## src/rtl/mau_pkg.sv

```systemverilog
// mau_pkg: FSM encoding, access-size codes, lane masks and request record for mem_access_unit.
// Latency: none (types, constants and a pure helper function only).
// Backpressure: none.
package mau_pkg;

    typedef enum logic [1:0] {
        ST_IDLE   = 2'd0,
        ST_REQ    = 2'd1,
        ST_WAIT_R = 2'd2,
        ST_RESP   = 2'd3
    } mau_state_t;

    // Access size codes as carried on req_size_in; 2'b11 is illegal.
    localparam logic [1:0] SZ_BYTE = 2'b00;
    localparam logic [1:0] SZ_HALF = 2'b01;
    localparam logic [1:0] SZ_WORD = 2'b10;

    // RAM byte-lane masks (bit i enables byte lane i of the 32-bit word).
    localparam logic [3:0] MASK_NONE    = 4'b0000;
    localparam logic [3:0] MASK_BYTE0   = 4'b0001;
    localparam logic [3:0] MASK_HALF_LO = 4'b0011;
    localparam logic [3:0] MASK_HALF_HI = 4'b1100;
    localparam logic [3:0] MASK_WORD    = 4'b1111;

    // Request fields captured when the unit accepts an access.
    typedef struct packed {
        logic [31:0] addr;
        logic [31:0] wdata;
        logic        we;
        logic [1:0]  size;
        logic        uns;
    } mau_req_t;

    // True for the illegal size code or an access not aligned to its size.
    function automatic logic mau_bad_access(input logic [1:0] size, input logic [1:0] addr_lo);
        logic bad;
        bad = 1'b0;
        case (size)
            SZ_BYTE: bad = 1'b0;
            SZ_HALF: bad = addr_lo[0];
            SZ_WORD: bad = (addr_lo != 2'b00);
            default: bad = 1'b1;
        endcase
        return bad;
    endfunction

endpackage

```

## src/rtl/mau_lane_align.sv

```systemverilog
// mau_lane_align: store byte-lane mask and load lane extraction with sign/zero extension.
// Latency: purely combinational, zero cycles.
// Backpressure: none; outputs follow inputs continuously.
module mau_lane_align
    import mau_pkg::*;
(
    input  logic [1:0]  size,
    input  logic [1:0]  addr_lo,
    input  logic        we,
    input  logic        uns,
    input  logic [31:0] rdata,
    output logic [3:0]  byte_en,
    output logic [31:0] ldata
);

    logic [7:0]  byte_lane;
    logic [15:0] half_lane;

    // Store lane mask from size and low address bits; loads never enable lanes.
    always_comb begin
        byte_en = MASK_NONE;
        if (we) begin
            case (size)
                SZ_BYTE: byte_en = MASK_BYTE0 << addr_lo;
                SZ_HALF: byte_en = addr_lo[1] ? MASK_HALF_HI : MASK_HALF_LO;
                SZ_WORD: byte_en = MASK_WORD;
                default: byte_en = MASK_NONE;
            endcase
        end
    end

    // Select the addressed lane of the returned word, move it to bit 0 and extend.
    always_comb begin
        byte_lane = rdata[7:0];
        case (addr_lo)
            2'd0:    byte_lane = rdata[7:0];
            2'd1:    byte_lane = rdata[15:8];
            2'd2:    byte_lane = rdata[23:16];
            default: byte_lane = rdata[31:24];
        endcase
        half_lane = addr_lo[1] ? rdata[31:16] : rdata[15:0];
        ldata     = rdata;
        case (size)
            SZ_BYTE: ldata = {{24{byte_lane[7] & ~uns}}, byte_lane};
            SZ_HALF: ldata = {{16{half_lane[15] & ~uns}}, half_lane};
            default: ldata = rdata;
        endcase
    end

endmodule

```

## src/rtl/mem_access_unit.sv

```systemverilog
// mem_access_unit: single-outstanding load/store engine between a core and a word RAM (MAU_TIMEOUT_EN adds a read watchdog).
// Latency: acceptance to resp_valid_out is 1 cycle for errors, 2+ for stores, 3+ for loads.
// Backpressure: accepts only in IDLE; holds RAM request stable until ram_ready_in; response is never stalled.
module mem_access_unit
    import mau_pkg::*;
#(
    parameter int TIMEOUT_CYCLES = 16
) (
    input  logic        clk,
    input  logic        rst,
    input  logic        req_valid_in,
    output logic        req_ready_out,
    input  logic [31:0] req_addr_in,
    input  logic [31:0] req_wdata_in,
    input  logic        req_we_in,
    input  logic [1:0]  req_size_in,
    input  logic        req_unsigned_in,
    output logic        resp_valid_out,
    output logic [31:0] resp_rdata_out,
    output logic        resp_err_out,
    output logic        ram_valid_out,
    input  logic        ram_ready_in,
    output logic [31:0] ram_addr_out,
    output logic [31:0] ram_write_data_out,
    output logic        ram_read_en_out,
    output logic        ram_write_en_out,
    output logic [3:0]  ram_write_byte_en_out,
    input  logic        ram_rdata_valid_in,
    input  logic [31:0] ram_read_data_in
);

    if (TIMEOUT_CYCLES < 2 || TIMEOUT_CYCLES > 255) begin : g_timeout_range
        $error("mem_access_unit: TIMEOUT_CYCLES must lie in 2..255");
    end

    mau_state_t  state_q;
    mau_state_t  state_d;
    mau_req_t    req_q;
    logic [31:0] rdata_q;
    logic        err_q;
    logic        accept;
    logic        bad_req;
    logic        timeout;
    logic [3:0]  lane_be;
    logic [31:0] lane_ldata;

    assign accept  = (state_q == ST_IDLE) && req_valid_in;
    assign bad_req = mau_bad_access(req_size_in, req_addr_in[1:0]);

`ifdef MAU_TIMEOUT_EN
    logic [7:0] wd_cnt_q;

    // Watchdog: held at zero while the RAM request is pending, counts each WAIT_R cycle.
    always_ff @(posedge clk) begin
        if (rst) begin
            wd_cnt_q <= '0;
        end else if (state_q == ST_REQ) begin
            wd_cnt_q <= '0;
        end else if (state_q == ST_WAIT_R) begin
            wd_cnt_q <= wd_cnt_q + 8'd1;
        end
    end

    // Fires on the last permitted WAIT_R cycle when the RAM has still not answered.
    assign timeout = (state_q == ST_WAIT_R) && !ram_rdata_valid_in &&
                     (wd_cnt_q == 8'(TIMEOUT_CYCLES - 1));
`else
    assign timeout = 1'b0;
`endif

    // State register; reset abandons any transaction in flight.
    always_ff @(posedge clk) begin
        if (rst) begin
            state_q <= ST_IDLE;
        end else begin
            state_q <= state_d;
        end
    end

    // Captured request, read data and error flag.
    always_ff @(posedge clk) begin
        if (rst) begin
            req_q   <= '0;
            rdata_q <= '0;
            err_q   <= 1'b0;
        end else begin
            if (accept) begin
                req_q <= '{addr:  req_addr_in,
                           wdata: req_wdata_in,
                           we:    req_we_in,
                           size:  req_size_in,
                           uns:   req_unsigned_in};
                rdata_q <= '0;
                err_q   <= bad_req;
            end
            if (state_q == ST_WAIT_R) begin
                if (ram_rdata_valid_in) begin
                    rdata_q <= ram_read_data_in;
                end else if (timeout) begin
                    err_q <= 1'b1;
                end
            end
        end
    end

    mau_lane_align u_lane_align (
        .size    (req_q.size),
        .addr_lo (req_q.addr[1:0]),
        .we      (req_q.we),
        .uns     (req_q.uns),
        .rdata   (rdata_q),
        .byte_en (lane_be),
        .ldata   (lane_ldata)
    );

    // Next-state and output decode.
    always_comb begin
        state_d               = state_q;
        req_ready_out         = 1'b0;
        ram_valid_out         = 1'b0;
        ram_read_en_out       = 1'b0;
        ram_write_en_out      = 1'b0;
        ram_write_byte_en_out = MASK_NONE;
        ram_addr_out          = {2'b00, req_q.addr[31:2]};
        ram_write_data_out    = req_q.wdata;
        resp_valid_out        = 1'b0;
        resp_err_out          = 1'b0;
        resp_rdata_out        = '0;
        case (state_q)
            ST_IDLE: begin
                req_ready_out = 1'b1;
                if (req_valid_in) begin
                    state_d = bad_req ? ST_RESP : ST_REQ;
                end
            end
            ST_REQ: begin
                ram_valid_out         = 1'b1;
                ram_read_en_out       = ~req_q.we;
                ram_write_en_out      = req_q.we;
                ram_write_byte_en_out = lane_be;
                if (ram_ready_in) begin
                    state_d = req_q.we ? ST_RESP : ST_WAIT_R;
                end
            end
            ST_WAIT_R: begin
                if (ram_rdata_valid_in || timeout) begin
                    state_d = ST_RESP;
                end
            end
            ST_RESP: begin
                resp_valid_out = 1'b1;
                resp_err_out   = err_q;
                if (!err_q && !req_q.we) begin
                    resp_rdata_out = lane_ldata;
                end
                state_d = ST_IDLE;
            end
            default: state_d = ST_IDLE;
        endcase
    end

endmodule

```

## config.mk

```make
export PLATFORM = sky130hd
export DESIGN_NAME = mem_access_unit
export DESIGN_NICKNAME = d
export VERILOG_FILES = /design/src/rtl/mau_pkg.sv /design/src/rtl/mau_lane_align.sv /design/src/rtl/mem_access_unit.sv
export SDC_FILE = /design/constraint.sdc
export NUM_CORES = 1
export LEC_CHECK = 0
export CAP_MARGIN = 25
export CORE_AREA = 2 2 115 117
export CTS_BUF_LIST = sky130_fd_sc_hd__clkbuf_8
export DETAILED_ROUTE_END_ITERATION = 6
export DIE_AREA = 0 0 117 119
export MAX_ROUTING_LAYER = met4
export PLACE_DENSITY = 0.88
export SLEW_MARGIN = 10
export SYNTH_ARGS = -nofsm -noshare
export SYNTH_HDL_FRONTEND = slang
export SYNTH_SLANG_ARGS = --single-unit
```

## constraint.sdc

```tcl
create_clock -name clk -period 1.71 [get_ports clk]
set_input_delay 0.342 -clock clk [delete_from_list [all_inputs] [get_ports clk]]
set_output_delay 0.342 -clock clk [all_outputs]
set_load 0.01 [all_outputs]
```

* After elaboration in Yosys (flattened, before gate mapping)
Index checks and enable logic that the tools add are counted.
** Storage, ports and cells
- Register bits :: 103
- Bits in latches :: 0
- Bits in writable memories :: 0
- Input port bits :: 105
- Memory bits (read-only) :: 0
- Output and inout bits :: 106
- Memories kept :: 0
** Operators by class
- Shift-type cells :: 1
- Muxes and demuxes :: 25
- Reduce and logical (&&, ||, !) cells :: 10
- Eq/ne operators :: 12
- Add/subtract/negate cells :: 0
- $lt $le $gt $ge :: 0
- $mul :: 0
- Bitwise logic cells :: 4
- Div/mod/pow operators :: 0
** Operators with widths (count)
- $mux 32 :: 5
- $pmux 32 s2 :: 1
- $pmux 8 s3 :: 1
- $mux 16 :: 1
- $mux 4 :: 3
- $pmux 4 s3 :: 1
- $eq 2x2->1 const B :: 5
- $eq 2x1->1 const B :: 4
- $logic_not 2->1 :: 4
- $mux 2 :: 4
- $pmux 2 s4 :: 1
- $mux 1 :: 7
- $ne 2x2->1 const B :: 3
- $shl 1x2->4 const A :: 1
- $pmux 1 s3 :: 1
- $reduce_and 3->1 :: 1
- $and 1x1->1 :: 2
- $logic_and 1x1->1 :: 2
- $logic_not 1->1 :: 2
- $not 1->1 :: 2
- $reduce_bool 2->1 :: 1

* Longest topological paths before layout
Gate-level depths: netlist of the first run.
- Word-level depth :: 6
- Gate-level depth with buffers :: 8
- Gate-level depth less buffers :: 6

* Cells and area by module
Synthesis of the first run repeated with hierarchy kept, for this count alone.
** Unflattened totals
- Cell total of the unflattened synthesis :: 655
- Area total of the unflattened synthesis :: 5207.5 µm²
** By module, submodules not included
- mem_access_unit :: area each 4405.5 µm², cells each 540, instances 1
- mau_lane_align :: area each 802.0 µm², cells each 115, instances 1

* Least setup slack after synthesis of the first run
OpenSTA, ideal clock, no wires.
- Kind :: reg-to-output
- Start point :: register state_q[1]
- End point :: output resp_rdata_out[21]
- Setup slack :: -0.212 ns
- Stages on the path, launching flop included :: 8
- Buffers on the path :: 2
- Arrival :: 1.580 ns
- Path through :: dfxtp_1 > ha_1 > nor3b_1 > and2_1 > clkbuf_1 > clkbuf_1 > nand2_1 > nand2_1
** Between the ends
- Longest elaborated chain between the ends :: 2
** RTL lines
- start: declaration :: line mem_access_unit.sv:36 : mau_state_t state_q;
- start signal: assignment :: line mem_access_unit.sv:76 : state_q <= state_d;
- $eq 2x2->1 :: line mem_access_unit.sv:129 : case (state_q)
- $mux 32 :: line mem_access_unit.sv:129
- end: declaration :: line mem_access_unit.sv:19 : output logic [31:0] resp_rdata_out,
Every way passes these cells.

* Worst setup path after layout of the first run
- Start point :: register req_q[36] (netlist name)
- End point :: output resp_rdata_out[22]
** Between the ends
- Longest elaborated chain between the ends :: 6
- Elaborated cells between the ends (all ways) :: 8
- Classes of those cells :: 2 x eq/ne; 4 x mux; 1 x bitwise; 1 x reduce/logical
** RTL lines
- start: declaration :: line mem_access_unit.sv:38 : mau_req_t req_q;
- start signal: assignment :: line mem_access_unit.sv:88 : req_q <= '{addr: req_addr_in,
- $eq 2x2->1, or another cell as far along :: line mau_lane_align.sv:35 : case (addr_lo)
- $pmux 8 s3 (*) :: line mau_lane_align.sv:35
- $and 1x1->1 (*) :: line mau_lane_align.sv:44 : SZ_BYTE: ldata = {{24{byte_lane[7] & ~uns}}, byte_lane};
- $pmux 32 s2 (*) :: line mau_lane_align.sv:43 : case (size)
- $mux 32 (*) :: line mem_access_unit.sv:153 : if (!err_q && !req_q.we) begin
- $mux 32 (*) :: line mem_access_unit.sv:129
Mark *: on every way between the ends. The rest lies on a longest branch, timed or not.

==> impl_metrics.yaml, run 1 <==
outcome:
  outcome: "complete, but fails checks"
  violations: "negative setup slack"
hold_path:
  min_delay_worst_endpoint: "ram_addr_out[3]"
  hold_path_depth: 2
  worst_hold_startpoint: "ram_addr_out[3]"
  min-delay-path-class: "flop to flop"
power_and_ir_drop:
  leakage_nw: 3.22
  power.combinational.fraction: 0.490
  share_clk_of_total_power: 0.167
  ir_worst_vdd_v: 0.000865
  p_int_mw: 5.59
  post-layout-total-power_mw: 8.86
  power_density_relative_to_cell_area_nw_per_um2: 1060
  total_switching_power_mw: 3.26
  p_sw_frac: 0.368
  power_frac_seq: 0.343
timing:
  minimum_clock_period_ns: 2.37
  finalHoldViolations: 0
  final.setup.worst_slack_ns: -0.660
  finalClockSkew_ns: 0.00639
  max_clock_freq_mhz: 422
  maxSlewViolCount: 0
  hold-worst-slack_ns: 0.456
  grt_setup_unrepaired: "yes"
  timing.final.setup_violations: 69
  post-route-period-util: 1.39
yosys:
  cell_variety_after_synth: 37
  synth_area_leader_cell: "sky130_fd_sc_hd__dfxtp_1"
  yosys-top-cells-area: "sky130_fd_sc_hd__dfxtp_1, sky130_fd_sc_hd__nand2_1, sky130_fd_sc_hd__buf_4"
  postSynthCellCount: 656
  yosys_register_bits: 103
  synth_top_cells_by_count: "sky130_fd_sc_hd__nand2_1, sky130_fd_sc_hd__dfxtp_1, sky130_fd_sc_hd__a21oi_1, sky130_fd_sc_hd__buf_4, sky130_fd_sc_hd__nor2_1"
  synth.cell_area_um2: 4950
  synth.most_common_cell: "sky130_fd_sc_hd__nand2_1"
  synth-edff-count: 0
  synth_area_per_cell_um2: 7.55
  synth_top_cell_area_share: 0.416
  ys_seq_area_frac: 0.416
  synth_warnings: 0
  share_of_flip_flops_with_an_asynchronous_set_or_reset_after_synthesis: 0
  synth_ff_type: "sky130_fd_sc_hd__dfxtp_1"
cells_and_area:
  fraction_of_final_layout_cells_with_drive_strength_greater_than_1: 0.305
  final_cell_area_um2: 8350
  antenna_fix_cells: 0
  filler_cell_count: 970
  layoutNonFillerInstCount: 1037
  areaGrowthSynthToFinish_pct: 68.6
  nNetsFinal: 966
placement:
  place.gp.congestion: 0.879
  hpwl_after_dpl_um: 11300
  post_dp_cell_area_um2: 7180
  dp_cells: 990
  io_buffers: 208
worst_setup_path:
  slowest_stage: "sky130_fd_sc_hd__dfxtp_4"
  rr_startpoint: "state_q[0]"
  endpoint_class_of_the_critical_path: "output pin"
  rr_endpoint: "rdata_q[28]"
  critical_path.max_fanout: 5
  worst-r2r-cell-count: 10
  critical_path_arrival_ns: 2.03
  worst-setup-path-type: "flop to output pin"
  cp_slowest_stage_delay_ns: 0.37
  timing.reg2reg.setup_slack_ns: -0.08
  critical_path.cell_chain: "or3_4 > o32ai_4 > o2111ai_4 > buf_6 > buf_12 > buf_4 > nand2_2 > buf_6"
  required_worst_endpoint_ns: 1.37
  start_kind: "flop"
  critPathMostFrequentCell: "sky130_fd_sc_hd__buf_6"
clock_network:
  clk_path_buf_depth: 2
  h-tree-depth: 3
  clkTransAtPathRegs_ns: 0.09
  tritoncts: "yes"
  clock-sinks: 103
  numCtsBuffers: 9
  clock-root-buffer: "sky130_fd_sc_hd__clkbuf_8"
  insertion_delay_ns: 0.38
die:
  core.rowCount: 42
  chipHeight_um: 119
  num_io_pins: 211
  die-area_um2: 13900
  core_area_um2: 12900
  floorplan.initialDensity: 0.385
  dieWidth_um: 117
global_routing:
  groute.layer.met2.usage: 0.407
  grt_antenna_before_repair: 0
  gr-total-overflow: 0
  grt_max_degree: 104
  grt_pass1_wl_um: 25400
  first_global_vias: 5153
  global_route.peak_usage_layer: "met2"
  groute.layer.met1.usage: 0.253
  global_route_met3_usage: 0.0809
  grt_use_total: 0.239
detailed_routing:
  drtIter0Drc: 309
  drt-wirelength-per-cell_um: 18.3
  route.detailed.vias_per_inst: 5.26
  dr.pass1.iters: 5
  vias: 5450
  route.final.wire_length_um: 19000
  remaining_antenna_violation_count_after_routing: 0
  remaining_drc_errors: 0
job:
  drv_cap: 0
placed cells by master (no fill, tap or decap), types with 12 or more instances in the layout:
cell type and instances:
sky130_fd_sc_hd__clkdlybuf4s50_1 165, sky130_fd_sc_hd__nand2_1 164, sky130_fd_sc_hd__dfxtp_1 98, sky130_fd_sc_hd__a21oi_1 74, sky130_fd_sc_hd__buf_4 51, sky130_fd_sc_hd__buf_6 48, sky130_fd_sc_hd__nor2_1 35, sky130_fd_sc_hd__a22oi_2 26
sky130_fd_sc_hd__buf_2 17, sky130_fd_sc_hd__o21ai_0 15, sky130_fd_sc_hd__inv_1 12, sky130_fd_sc_hd__nand2_2 12
critical path, delay by kind of cell (launching register included):
kind / cells / cell delay [ns]
DFF: 1 / 0.37
AOI/OAI and AO/OA: 2 / 0.33
and+or+nand+nor: 2 / 0.43
buffers and inverters: 4 / 0.51
worst max-delay path by stage:
| stage | start | end | slack [ns] | cells past startpoint |
|---|---|---|---|---|
| after floorplan | req_q[2] | resp_rdata_out[20] | -0.04 | 6 |
| after global placement | req_q[36] | resp_rdata_out[13] | -0.54 | 6 |
| after detailed placement | state_q[1] | ram_write_byte_en_out[0] | -0.58 | 7 |
| after CTS | req_q[37] | resp_rdata_out[22] | -0.70 | 8 |
| after global routing | req_q[37] | resp_rdata_out[21] | -0.74 | 9 |
| final | req_q[36] | resp_rdata_out[22] | -0.66 | 8 |
kinds of logic (layout without fill, tap and decap cells):
logic type / after synthesis / count (layout) / share of synthesized area
compound gates: 170 / 170 / 0.218
fa+ha+maj: 4 / 4 / 0.0101
buf+inv: 128 / 332 / 0.151
flops: 103 / 103 / 0.416
mux: 2 / 2 / 0.00404
other cells: 1 / 2 / 0.000757
simple gates: 248 / 248 / 0.199
cell type report:
cell class	instances	area (um^2)	area share
clock buffer	9	124	0.0148
multi-input combinational	426	2750	0.329
sequential	103	2080	0.249
timing repair buffer	302	3060	0.366
clock inverter	6	55.1	0.00659
inverter	15	66.3	0.00794
tap	176	220	0.0264
per-stage QoR:
| step | util | setup slack [ns] | setup TNS, ns |
|---|---|---|---|
| after detailed placement | 0.558 | -0.584 | -19.21 |
| after global routing | 0.649 | -0.743 | -26.08 |
| after floorplan | - | -0.0359 | -0.359 |
| final | 0.649 | -0.660 | -21.60 |
| after global placement | 0.558 | -0.538 | -17.13 |
| after CTS | 0.594 | -0.701 | -20.72 |
power by group through the flow:
| stage | combinational, mW | clock, mW | sequential, mW |
|---|---|---|---|
| 4_1_cts | 3.49 | 1.54 | 2.99 |
| 2_1_floorplan | 1.96 | 0 | 2.99 |
| 3_5_place_dp | 3.33 | 0 | 3.03 |
| 5_1_grt | 4.62 | 1.62 | 3.08 |
| 3_3_place_gp | 3.27 | 0 | 3.00 |
| 6_report | 4.34 | 1.48 | 3.04 |
routing by layer:
metal	vias up	wire length, um
met1	2544	6600
met5	-	0
met4	0	1140
met2	296	9630
met3	96	1650
li1	2514	-
sequential cells by signal, summed over array words and instances, names as in the netlist:
| signal | cells |
|---|---|
| req_q | 6 |
| ram_addr_out | 30 |
| ram_write_data_out | 32 |
| rdata_q | 32 |
| err_q | 1 |
| state_q | 2 |
timing repair:
action | CTS | global route
endpoints found under the setup margin | 75 | 71
hold buffers | 0 | 0
setup buffers | 17 | 14
gates resized for setup | 238 | 123
pin swaps | 10 | 29
gates cloned | 1 | 5
Power figures use the tool's default switching activity.
==> inputs of run 2 (changes only) <==
- TNS_END_PERCENT: not set -> 100
==> results of run 2 <==
Final layout, timing and power as in run 1 (identical DEF).
==> inputs of run 3 (changes only) <==
- CTS_CLUSTER_DIAMETER: not set -> 120
- REMOVE_ABC_BUFFERS: not set -> 1
==> impl_metrics.yaml, run 3 (synthesis results as in run 1) <==
outcome:
  outcome: "complete, but fails checks"
  violations: "negative setup slack"
placement:
  place.gp.congestion: 0.828
  detailedPlace.worstSlack_ns: -0.554
  hpwl_after_dpl_um: 10700
  io_buffers: 208
  dp_cells: 988
die:
  core.rowCount: 42
  dieWidth_um: 117
  num_io_pins: 211
  chipHeight_um: 119
  die-area_um2: 13900
  floorplan.initialDensity: 0.385
  core_area_um2: 12900
worst_setup_path:
  critical_path_arrival_ns: 1.87
  start_kind: "flop"
  worst-r2r-cell-count: 13
  worst-setup-path-type: "flop to output pin"
  endpoint_class_of_the_critical_path: "output pin"
  critical_path.max_fanout: 7
  required_worst_endpoint_ns: 1.37
job:
  drv_cap: 0
detailed_routing:
  remaining_antenna_violation_count_after_routing: 0
  vias: 5646
  dr.pass1.iters: 5
  route.final.wire_length_um: 20400
  drt-wirelength-per-cell_um: 19.6
  drtIter0Drc: 308
  remaining_drc_errors: 0
  route.detailed.vias_per_inst: 5.41
power_and_ir_drop:
  power_frac_seq: 0.272
  p_sw_frac: 0.379
  power_density_relative_to_cell_area_nw_per_um2: 1240
  total_switching_power_mw: 4.24
  p_int_mw: 6.96
  ir_worst_vdd_v: 0.000764
  power.combinational.fraction: 0.567
  leakage_nw: 3.61
  share_clk_of_total_power: 0.160
timing:
  minimum_clock_period_ns: 2.22
  timing.final.setup_violations: 144
  maxSlewHeadroom: 0.624
  maxSlewViolCount: 0
  grt_setup_unrepaired: "yes"
  final.setup.worst_slack_ns: -0.507
  max_clock_freq_mhz: 451
  worstMarginPinSlew_ns: 0.563
  finalClockSkew_ns: 0.0172
  post-route-period-util: 1.30
  finalHoldViolations: 0
global_routing:
  grt_use_total: 0.252
  first_global_vias: 5382
  grt_pass1_wl_um: 26500
  grt_max_degree: 99
  grt_antenna_before_repair: 0
  gr-total-overflow: 0
cells_and_area:
  fraction_of_final_layout_cells_with_drive_strength_greater_than_1: 0.439
  nNetsFinal: 971
  antenna_fix_cells: 0
  layoutNonFillerInstCount: 1043
  mostFrequentLayoutCell: "sky130_fd_sc_hd__clkdlybuf4s50_1"
  areaGrowthSynthToFinish_pct: 82.0
  layout.cells.most_common_list: "sky130_fd_sc_hd__clkdlybuf4s50_1, sky130_fd_sc_hd__nand2_1, sky130_fd_sc_hd__dfxtp_1"
clock_network:
  clkTransAtPathRegs_ns: 0.12
  clock-sinks: 103
  h-tree-depth: 3
  insertion_delay_ns: 0.38
  clock-root-buffer: "sky130_fd_sc_hd__clkbuf_8"
  clk_path_buf_depth: 2
  numCtsBuffers: 9
  tritoncts: "yes"
hold_path:
  min-delay-path-class: "primary input to flop"
  hold_path_depth: 2
==> run 3: cell type report <==
cell class	count	area [um^2]
Fill cell	864	3860
Timing Repair Buffer	306	3270
Tap cell	176	220
Clock buffer	9	124
Sequential cell	103	2070
Clock inverter	7	100
Multi-Input combinational cell	427	3170
Inverter	15	61.3
==> run 3: stage by stage <==
step                      hold slack, ns  instance area (um^2)  utilization  total power [mW]  TNS (ns)
after floorplan                    0.411                  4260            -              4.44   -119.74
after global placement             0.440                  7150        0.555              6.38    -16.13
after detailed placement           0.446                  7150        0.555              6.46    -18.57
after CTS                          0.143                  8100        0.629              9.62    -23.42
after global routing               0.148                  9010        0.700              11.6    -47.49
final                              0.160                  9010        0.700              11.2    -38.05
==> run 3: final timing paths <==
path / start / endpoint / slack [ns]
hold / removal: rst / ram_addr_out[13] / 0.16
hold reg to reg: ram_write_data_out[2] / ram_write_data_out[2] / 0.46
setup reg to reg: state_q[1] / ram_addr_out[28] / -0.30
setup / recovery: req_q[2] / resp_rdata_out[9] / -0.51
==> run 3: power groups by stage <==
stage	clock [mW]	sequential, mW	combinational [mW]
6_report	1.79	3.05	6.35
5_1_grt	1.89	3.08	6.63
4_1_cts	1.78	2.99	4.84
3_5_place_dp	0	3.02	3.44
3_3_place_gp	0	3.00	3.38
2_1_floorplan	0	3.17	1.27
==> run 3: worst max-delay path: stages (launching register included) <==
cell and delay (ns):
sky130_fd_sc_hd__dfxtp_2 0.33, sky130_fd_sc_hd__or3_4 0.39, sky130_fd_sc_hd__o32ai_4 0.22, sky130_fd_sc_hd__a21oi_2 0.12
sky130_fd_sc_hd__buf_6 0.17, sky130_fd_sc_hd__a21oi_2 0.13, sky130_fd_sc_hd__buf_2 0.15
==> run 3: what timing repair did <==
action | 4_1_cts | 5_1_grt
setup endpoints to repair | 76 | 143
hold buffers | 0 | 0
resized for setup | 270 | 235
buffers inserted | 18 | 15
pin swaps | 70 | 55
gates cloned | 11 | 8
==> run 3: layer usage <==
metal / track usage / vias up / wire [um]
met2: 0.429 / 328 / 10500
li1: - / 2539 / -
met3: 0.0555 / 94 / 1540
met4: 0.138 / 0 / 1130
met1: 0.268 / 2685 / 7210
met5: - / - / 0
